### src/rtl/dram_ref_reader.sv
// DRAM reference reader: fetches reference blocks word by word from DRAM, assembles them
// and streams complete blocks to one Smith-Waterman engine through a 2-entry credit-managed FIFO.
module dram_ref_reader #(
    parameter int REF_LENGTH = 128,
    parameter int DRAM_WIDTH = 64
) (
    input  logic                    clk,
    input  logic                    rst,
    input  logic [24:0]             ref_addr_in,
    input  logic [24:0]             ref_length_in,
    input  logic                    ref_info_valid_in,
    output logic                    busy_out,
    output logic [24:0]             rd_addr_out,
    output logic                    rd_req_out,
    input  logic                    rd_req_rdy_in,
    input  logic [DRAM_WIDTH-1:0]   rd_data_in,
    input  logic                    rd_data_valid_in,
    output logic [2*REF_LENGTH-1:0] ref_seq_block_out,
    output logic                    ref_seq_block_valid_out,
    input  logic                    ref_seq_block_rdy_in,
    output logic                    last_block_out
);

    localparam int BLK_W  = 2 * REF_LENGTH;
    localparam int BEATS  = BLK_W / DRAM_WIDTH;
    localparam int BEAT_W = (BEATS > 1) ? $clog2(BEATS) : 1;
    localparam int WORD_W = 25 + $clog2(BEATS);
    localparam int USED_W = $clog2(2 * BEATS) + 1;
    localparam logic [BEAT_W-1:0] LAST_BEAT  = BEAT_W'(BEATS - 1);
    localparam logic [USED_W-1:0] CREDIT_MAX = USED_W'(2 * BEATS);
    localparam logic [USED_W-1:0] BLK_WORDS  = USED_W'(BEATS);

    typedef enum logic [1:0] {
        IDLE  = 2'd0,
        FETCH = 2'd1,
        DRAIN = 2'd2
    } state_t;

    state_t              state_r, state_nxt_s;
    logic [24:0]         addr_r;
    logic                req_r, req_nxt_s;
    logic [WORD_W-1:0]   req_left_r, req_left_nxt_s;
    logic [24:0]         blk_left_r;
    logic [USED_W-1:0]   used_r, used_nxt_s;
    logic [BEAT_W-1:0]   beat_r;
    logic [BLK_W-1:0]    asm_r, push_data_s;
    logic [BLK_W-1:0]    ent0_r, ent1_r;
    logic                last0_r, last1_r;
    logic [1:0]          cnt_r, cnt_nxt_s;
    logic                vld_r;
    logic                accept_s, req_hs_s, pop_s, beat_in_s, push_s, push_last_s;

    // Handshake decode and block assembly with the incoming beat merged in
    always_comb begin
        req_hs_s    = req_r && rd_req_rdy_in;
        pop_s       = vld_r && ref_seq_block_rdy_in;
        beat_in_s   = rd_data_valid_in && (state_r != IDLE);
        push_s      = beat_in_s && (beat_r == LAST_BEAT);
        push_last_s = (blk_left_r == 25'd1);
        push_data_s = asm_r;
        for (int k = 0; k < BEATS; k++) begin
            if (beat_r == BEAT_W'(k)) begin
                push_data_s[k*DRAM_WIDTH +: DRAM_WIDTH] = rd_data_in;
            end else begin
                push_data_s[k*DRAM_WIDTH +: DRAM_WIDTH] = asm_r[k*DRAM_WIDTH +: DRAM_WIDTH];
            end
        end
    end

    // Next state, request bookkeeping and credit accounting
    always_comb begin
        state_nxt_s = state_r;
        accept_s    = 1'b0;
        case (state_r)
            IDLE: begin
                if (ref_info_valid_in && (ref_length_in != 25'd0)) begin
                    accept_s    = 1'b1;
                    state_nxt_s = FETCH;
                end else begin
                    state_nxt_s = IDLE;
                end
            end
            FETCH: begin
                if (req_hs_s && (req_left_r == WORD_W'(1))) begin
                    state_nxt_s = DRAIN;
                end else begin
                    state_nxt_s = FETCH;
                end
            end
            DRAIN: begin
                if (pop_s && last0_r) begin
                    state_nxt_s = IDLE;
                end else begin
                    state_nxt_s = DRAIN;
                end
            end
            default: state_nxt_s = IDLE;
        endcase

        if (accept_s) begin
            req_left_nxt_s = WORD_W'(ref_length_in) * WORD_W'(BEATS);
        end else if (req_hs_s) begin
            req_left_nxt_s = req_left_r - WORD_W'(1);
        end else begin
            req_left_nxt_s = req_left_r;
        end

        // A returning word only moves between in-flight, assembly and FIFO, so the
        // credit total changes solely on a request handshake or a block pop.
        if (req_hs_s && pop_s) begin
            used_nxt_s = used_r + USED_W'(1) - BLK_WORDS;
        end else if (req_hs_s) begin
            used_nxt_s = used_r + USED_W'(1);
        end else if (pop_s) begin
            used_nxt_s = used_r - BLK_WORDS;
        end else begin
            used_nxt_s = used_r;
        end

        req_nxt_s = (state_nxt_s == FETCH) && (req_left_nxt_s != {WORD_W{1'b0}})
                    && (used_nxt_s < CREDIT_MAX);

        case ({push_s, pop_s})
            2'b10:   cnt_nxt_s = cnt_r + 2'd1;
            2'b01:   cnt_nxt_s = cnt_r - 2'd1;
            default: cnt_nxt_s = cnt_r;
        endcase
    end

    // Control state, request address and counters
    always_ff @(posedge clk or negedge rst) begin
        if (!rst) begin
            state_r    <= IDLE;
            req_r      <= 1'b0;
            addr_r     <= 25'd0;
            req_left_r <= {WORD_W{1'b0}};
            blk_left_r <= 25'd0;
            used_r     <= {USED_W{1'b0}};
            beat_r     <= {BEAT_W{1'b0}};
            asm_r      <= {BLK_W{1'b0}};
        end else begin
            state_r    <= state_nxt_s;
            req_r      <= req_nxt_s;
            req_left_r <= req_left_nxt_s;
            used_r     <= used_nxt_s;
            if (accept_s) begin
                addr_r <= ref_addr_in;
            end else if (req_hs_s) begin
                addr_r <= addr_r + 25'd1;
            end else begin
                addr_r <= addr_r;
            end
            if (accept_s) begin
                blk_left_r <= ref_length_in;
            end else if (push_s) begin
                blk_left_r <= blk_left_r - 25'd1;
            end else begin
                blk_left_r <= blk_left_r;
            end
            if (push_s) begin
                beat_r <= {BEAT_W{1'b0}};
                asm_r  <= {BLK_W{1'b0}};
            end else if (beat_in_s) begin
                beat_r <= beat_r + BEAT_W'(1);
                asm_r  <= push_data_s;
            end else begin
                beat_r <= beat_r;
                asm_r  <= asm_r;
            end
        end
    end

    // Two-entry output FIFO; entry 0 is always the head so the output is a register
    always_ff @(posedge clk or negedge rst) begin
        if (!rst) begin
            ent0_r  <= {BLK_W{1'b0}};
            ent1_r  <= {BLK_W{1'b0}};
            last0_r <= 1'b0;
            last1_r <= 1'b0;
            cnt_r   <= 2'd0;
            vld_r   <= 1'b0;
        end else begin
            cnt_r <= cnt_nxt_s;
            vld_r <= (cnt_nxt_s != 2'd0);
            case ({push_s, pop_s})
                2'b10: begin
                    if (cnt_r == 2'd0) begin
                        ent0_r  <= push_data_s;
                        last0_r <= push_last_s;
                    end else begin
                        ent1_r  <= push_data_s;
                        last1_r <= push_last_s;
                    end
                end
                2'b01: begin
                    ent0_r  <= ent1_r;
                    last0_r <= last1_r;
                end
                2'b11: begin
                    if (cnt_r == 2'd2) begin
                        ent0_r  <= ent1_r;
                        last0_r <= last1_r;
                        ent1_r  <= push_data_s;
                        last1_r <= push_last_s;
                    end else begin
                        ent0_r  <= push_data_s;
                        last0_r <= push_last_s;
                    end
                end
                default: begin
                    ent0_r  <= ent0_r;
                    last0_r <= last0_r;
                end
            endcase
        end
    end

    assign busy_out                = (state_r != IDLE);
    assign rd_addr_out             = addr_r;
    assign rd_req_out              = req_r;
    assign ref_seq_block_out       = ent0_r;
    assign ref_seq_block_valid_out = vld_r;
    assign last_block_out          = vld_r && last0_r;

endmodule

### config.mk
export PLATFORM = sky130hd
export DESIGN_NAME = dram_ref_reader
export DESIGN_NICKNAME = d
export VERILOG_FILES = /design/src/rtl/dram_ref_reader.sv
export SDC_FILE = /design/constraint.sdc
export NUM_CORES = 2
export LEC_CHECK = 0
export CAP_MARGIN = 20
export CORE_MARGIN = 2
export CORE_UTILIZATION = 35
export CTS_CLUSTER_SIZE = 25
export DETAILED_ROUTE_END_ITERATION = 8
export DONT_BUFFER_PORTS = 1
export PLACE_DENSITY_LB_ADDON = 0.2
export SLEW_MARGIN = 20
export SYNTH_ARGS = -nofsm -noshare
export SYNTH_HDL_FRONTEND = slang
export SYNTH_SLANG_ARGS = --single-unit
### constraint.sdc
create_clock -name clk -period 2.96 [get_ports clk]
set_clock_uncertainty 0.2 [all_clocks]
set_input_delay 0.888 -clock clk [delete_from_list [all_inputs] [get_ports clk]]
set_output_delay 0.888 -clock clk [all_outputs]
set_load 0.1 [all_outputs]
==> flow_summary.yaml <==
clocking:
  clk_pin_slew_ns: 0.06
  cts_buffers: 98
  cts-root-buf: "clkbuf_16"
  cts_sinks: 859
  clockBufferDepth: 3
  clk_latency_ns: 0.69
  cts_tree: "done"
  htreeDepth: 3
synth:
  syn-cell-area_mm2: 0.03747
  yosysTopAreaCell: "dfrtp_1"
  synthCells: 3715
  synth_warnings: 0
  synth_edf_count: 0
  synth_top_area_share_pct: 57.37
  synthTopCellsByArea: "dfrtp_1, a21oi_1, nor2_1"
  synth-seq-area-share_pct: 57.37
  synthArstFlopShare_pct: 100.0
  synth_common_cells: "dfrtp_1, nor2_1, a21oi_1"
  synth_ff_type: "dfrtp_1"
  syn_nets: 3848
  post-synth-top-count-cell: "dfrtp_1"
  synth_seq_cells: 859
  synth_area_per_cell_um2: 10.09
  ys_types: 69
finish:
  multi_input_area_mm2: 0.01499
  ff_latch_area_mm2: 0.02150
  drive_gt1_share_pct: 19.61
  finalNetCount: 4143
  syn2layout_area_growth_pct: 22.32
  n_fill_cell: 10305
  stdcell_area_mm2: 0.04583
timing:
  fmax_mhz: 343.6
  rsz0062_at_grt: "true"
  min_period_ns: 2.911
  slew_viol_final: 0
  holdWs_ns: -0.3002
  fin_ws_ns: 0.04934
  setup-tns-final_ns: 0
  slew_headroom_pct: 42.91
  hold_viol: 122
  finalSetupViolCount: 0
  fin_crit_sh_pct: 98.33
  tightest_slew_ns: 0.8564
detailed_routing:
  first_pass_iters: 6
  drt_iter0_markers: 2063
  route.detailed.drc: 0
  vias: 27655
  wirelength_mm: 105.1
  ant_nets: 0
  via_per_inst: 5.035
  wl_per_cell_um: 19.14
hold_path:
  hold_path_class: "in -> async"
die:
  initial_core_util_pct: 35.15
  die_y_um: 331.2
  rows: 120
  dieWidth_um: 331.2
  pin_count: 405
  coreArea_mm2: 0.1066
  die_area_mm2: 0.1097
setup_path:
  endpoint_kind: "flip-flop"
  path_max_fanout: 2
  required_ns: 3.32
  r2r_slack_ns: 0.05
  start_kind: "flip-flop"
  critPathKind: "reg -> reg"
  arrival_ns: 3.27
global_route:
  antenna_found_initial: 1
  grt_use_total_pct: 19.05
  gr-total-overflow: 0
  grt_start_max_net_pins: 860
  grt_pass1_vias: 26993
  grt_first_pass_wirelength_mm: 163.5
placed_design:
  dp_slack_ns: -0.1649
  place.gp.congestion: 0.8908
  postPlaceCellArea_mm2: 0.04237
  port_buffers: 0
  dp_hpwl_mm: 69.19
run_status:
  status: "complete, but fails checks"
  violations: "hold timing"
flow_run:
  max_cap_viol_count: 0
[final cells by class]
| cell class | count | area share (%) |
|---|---|---|
| Sequential cell | 859 | 46.91 |
| Clock inverter | 36 | 1.002 |
| Multi-Input combinational cell | 2562 | 32.70 |
| Timing Repair Buffer | 475 | 9.252 |
| Tap cell | 1403 | 3.830 |
| Clock buffer | 143 | 6.178 |
| Antenna cell | 1 | 0.005460 |
| Inverter | 14 | 0.1229 |
[path summary, 6_finish.rpt]
path / start / endpoint / cells after the start
setup / recovery: req_left_r[20]$_DFF_PN0_ / rd_req_out$_DFF_PN0_ / 7
hold / removal: rst / ref_seq_block_out[247]$_DFFE_PN0P_ / 0
setup reg to reg: req_left_r[20]$_DFF_PN0_ / rd_req_out$_DFF_PN0_ / 7
hold reg to reg: asm_r[14]$_DFFE_PN0P_ / asm_r[14]$_DFFE_PN0P_ / 2
max in group asynchronous: rst / asm_r[195]$_DFFE_PN0P_ / 2
min in group clk: ref_addr_in[1] / rd_addr_out[1]$_DFFE_PN0P_ / 2
[critical path: stages, from the launching register on]
cell     delay [ns]
dfrtp_1        0.40
or3_4          0.41
or4_1          0.50
nor3_2         0.19
xnor2_1        0.18
o21ai_2        0.07
or4_1          0.53
o311a_1        0.32
[flip-flops by register name, summed over array words and instances (netlist names), 4 cells and up]
name	cells
asm_r	256
blk_left_r	25
ent1_r	256
rd_addr_out	25
ref_seq_block_out	256
req_left_r	27
used_r	4
[metrics by stage]
stage	cells	utilization, %
3_3_place_gp	5307	39.75
4_1_cts	5486	42.84
5_1_grt	5492	42.99
2_1_floorplan	3715	-
3_5_place_dp	5307	39.75
6_report	5493	42.99
[logic make-up (layout without fill, tap and decap cells)]
family | after synthesis | after routing | synth area share [%]
DFF | 859 | 859 | 57.37
and+or+nand+nor | 1153 | 1153 | 12.97
AOI/OAI and AO/OA | 1012 | 1012 | 15.69
buffers and inverters | 294 | 668 | 3.039
xor gates and xnor gates | 59 | 59 | 1.379
adders and majority gates | 13 | 13 | 0.4341
muxes | 325 | 325 | 9.119
other | 0 | 1 | 0
[layer usage]
metal  vias to the layer above  global-route usage, %  routed length [um]
li1                      13505                      -                   -
met1                     13439                  26.35               48130
met2                       554                  29.23               47530
met3                       157                  5.357                6773
met4                         0                  5.249                2702
met5                         -                      0                   0
[layout by cell type, fill, tap and decap left out, drive strengths merged, types with 3 or more instances in the layout]
master	Yosys	layout
dfrtp	859	859
nor2	696	696
a21oi	663	663
buf	64	475
nand2	272	272
mux2i	194	194
o31ai	193	193
clkbuf	216	143
mux2	131	131
and2	68	68
a22oi	64	64
o21ai	48	48
xnor2	34	34
nand3	26	26
xor2	25	25
clkinv	0	25
nor3	22	22
inv	14	16
nor4	16	16
ha	13	13
o211ai	11	11
or3	11	11
o311ai	9	9
nand4	8	8
and3	7	7
or4	7	7
bufinv	0	5
clkinvlp	0	4
a221o	4	4
nor2b	4	4
nor3b	3	3
a211oi	3	3
and4	3	3
[repair_timing]
item                                    4_1_cts  5_1_grt
endpoints found under the hold margin       859      118
endpoints found under the setup margin        1        2
pin swaps                                     0        2
gates resized for setup                       2        4
buffers inserted                              0        1
cloned                                        0        0
Power is left out: the tool's default activity adds up to more than one toggle a clock period on the data nets, which glitch-free logic cannot reach.
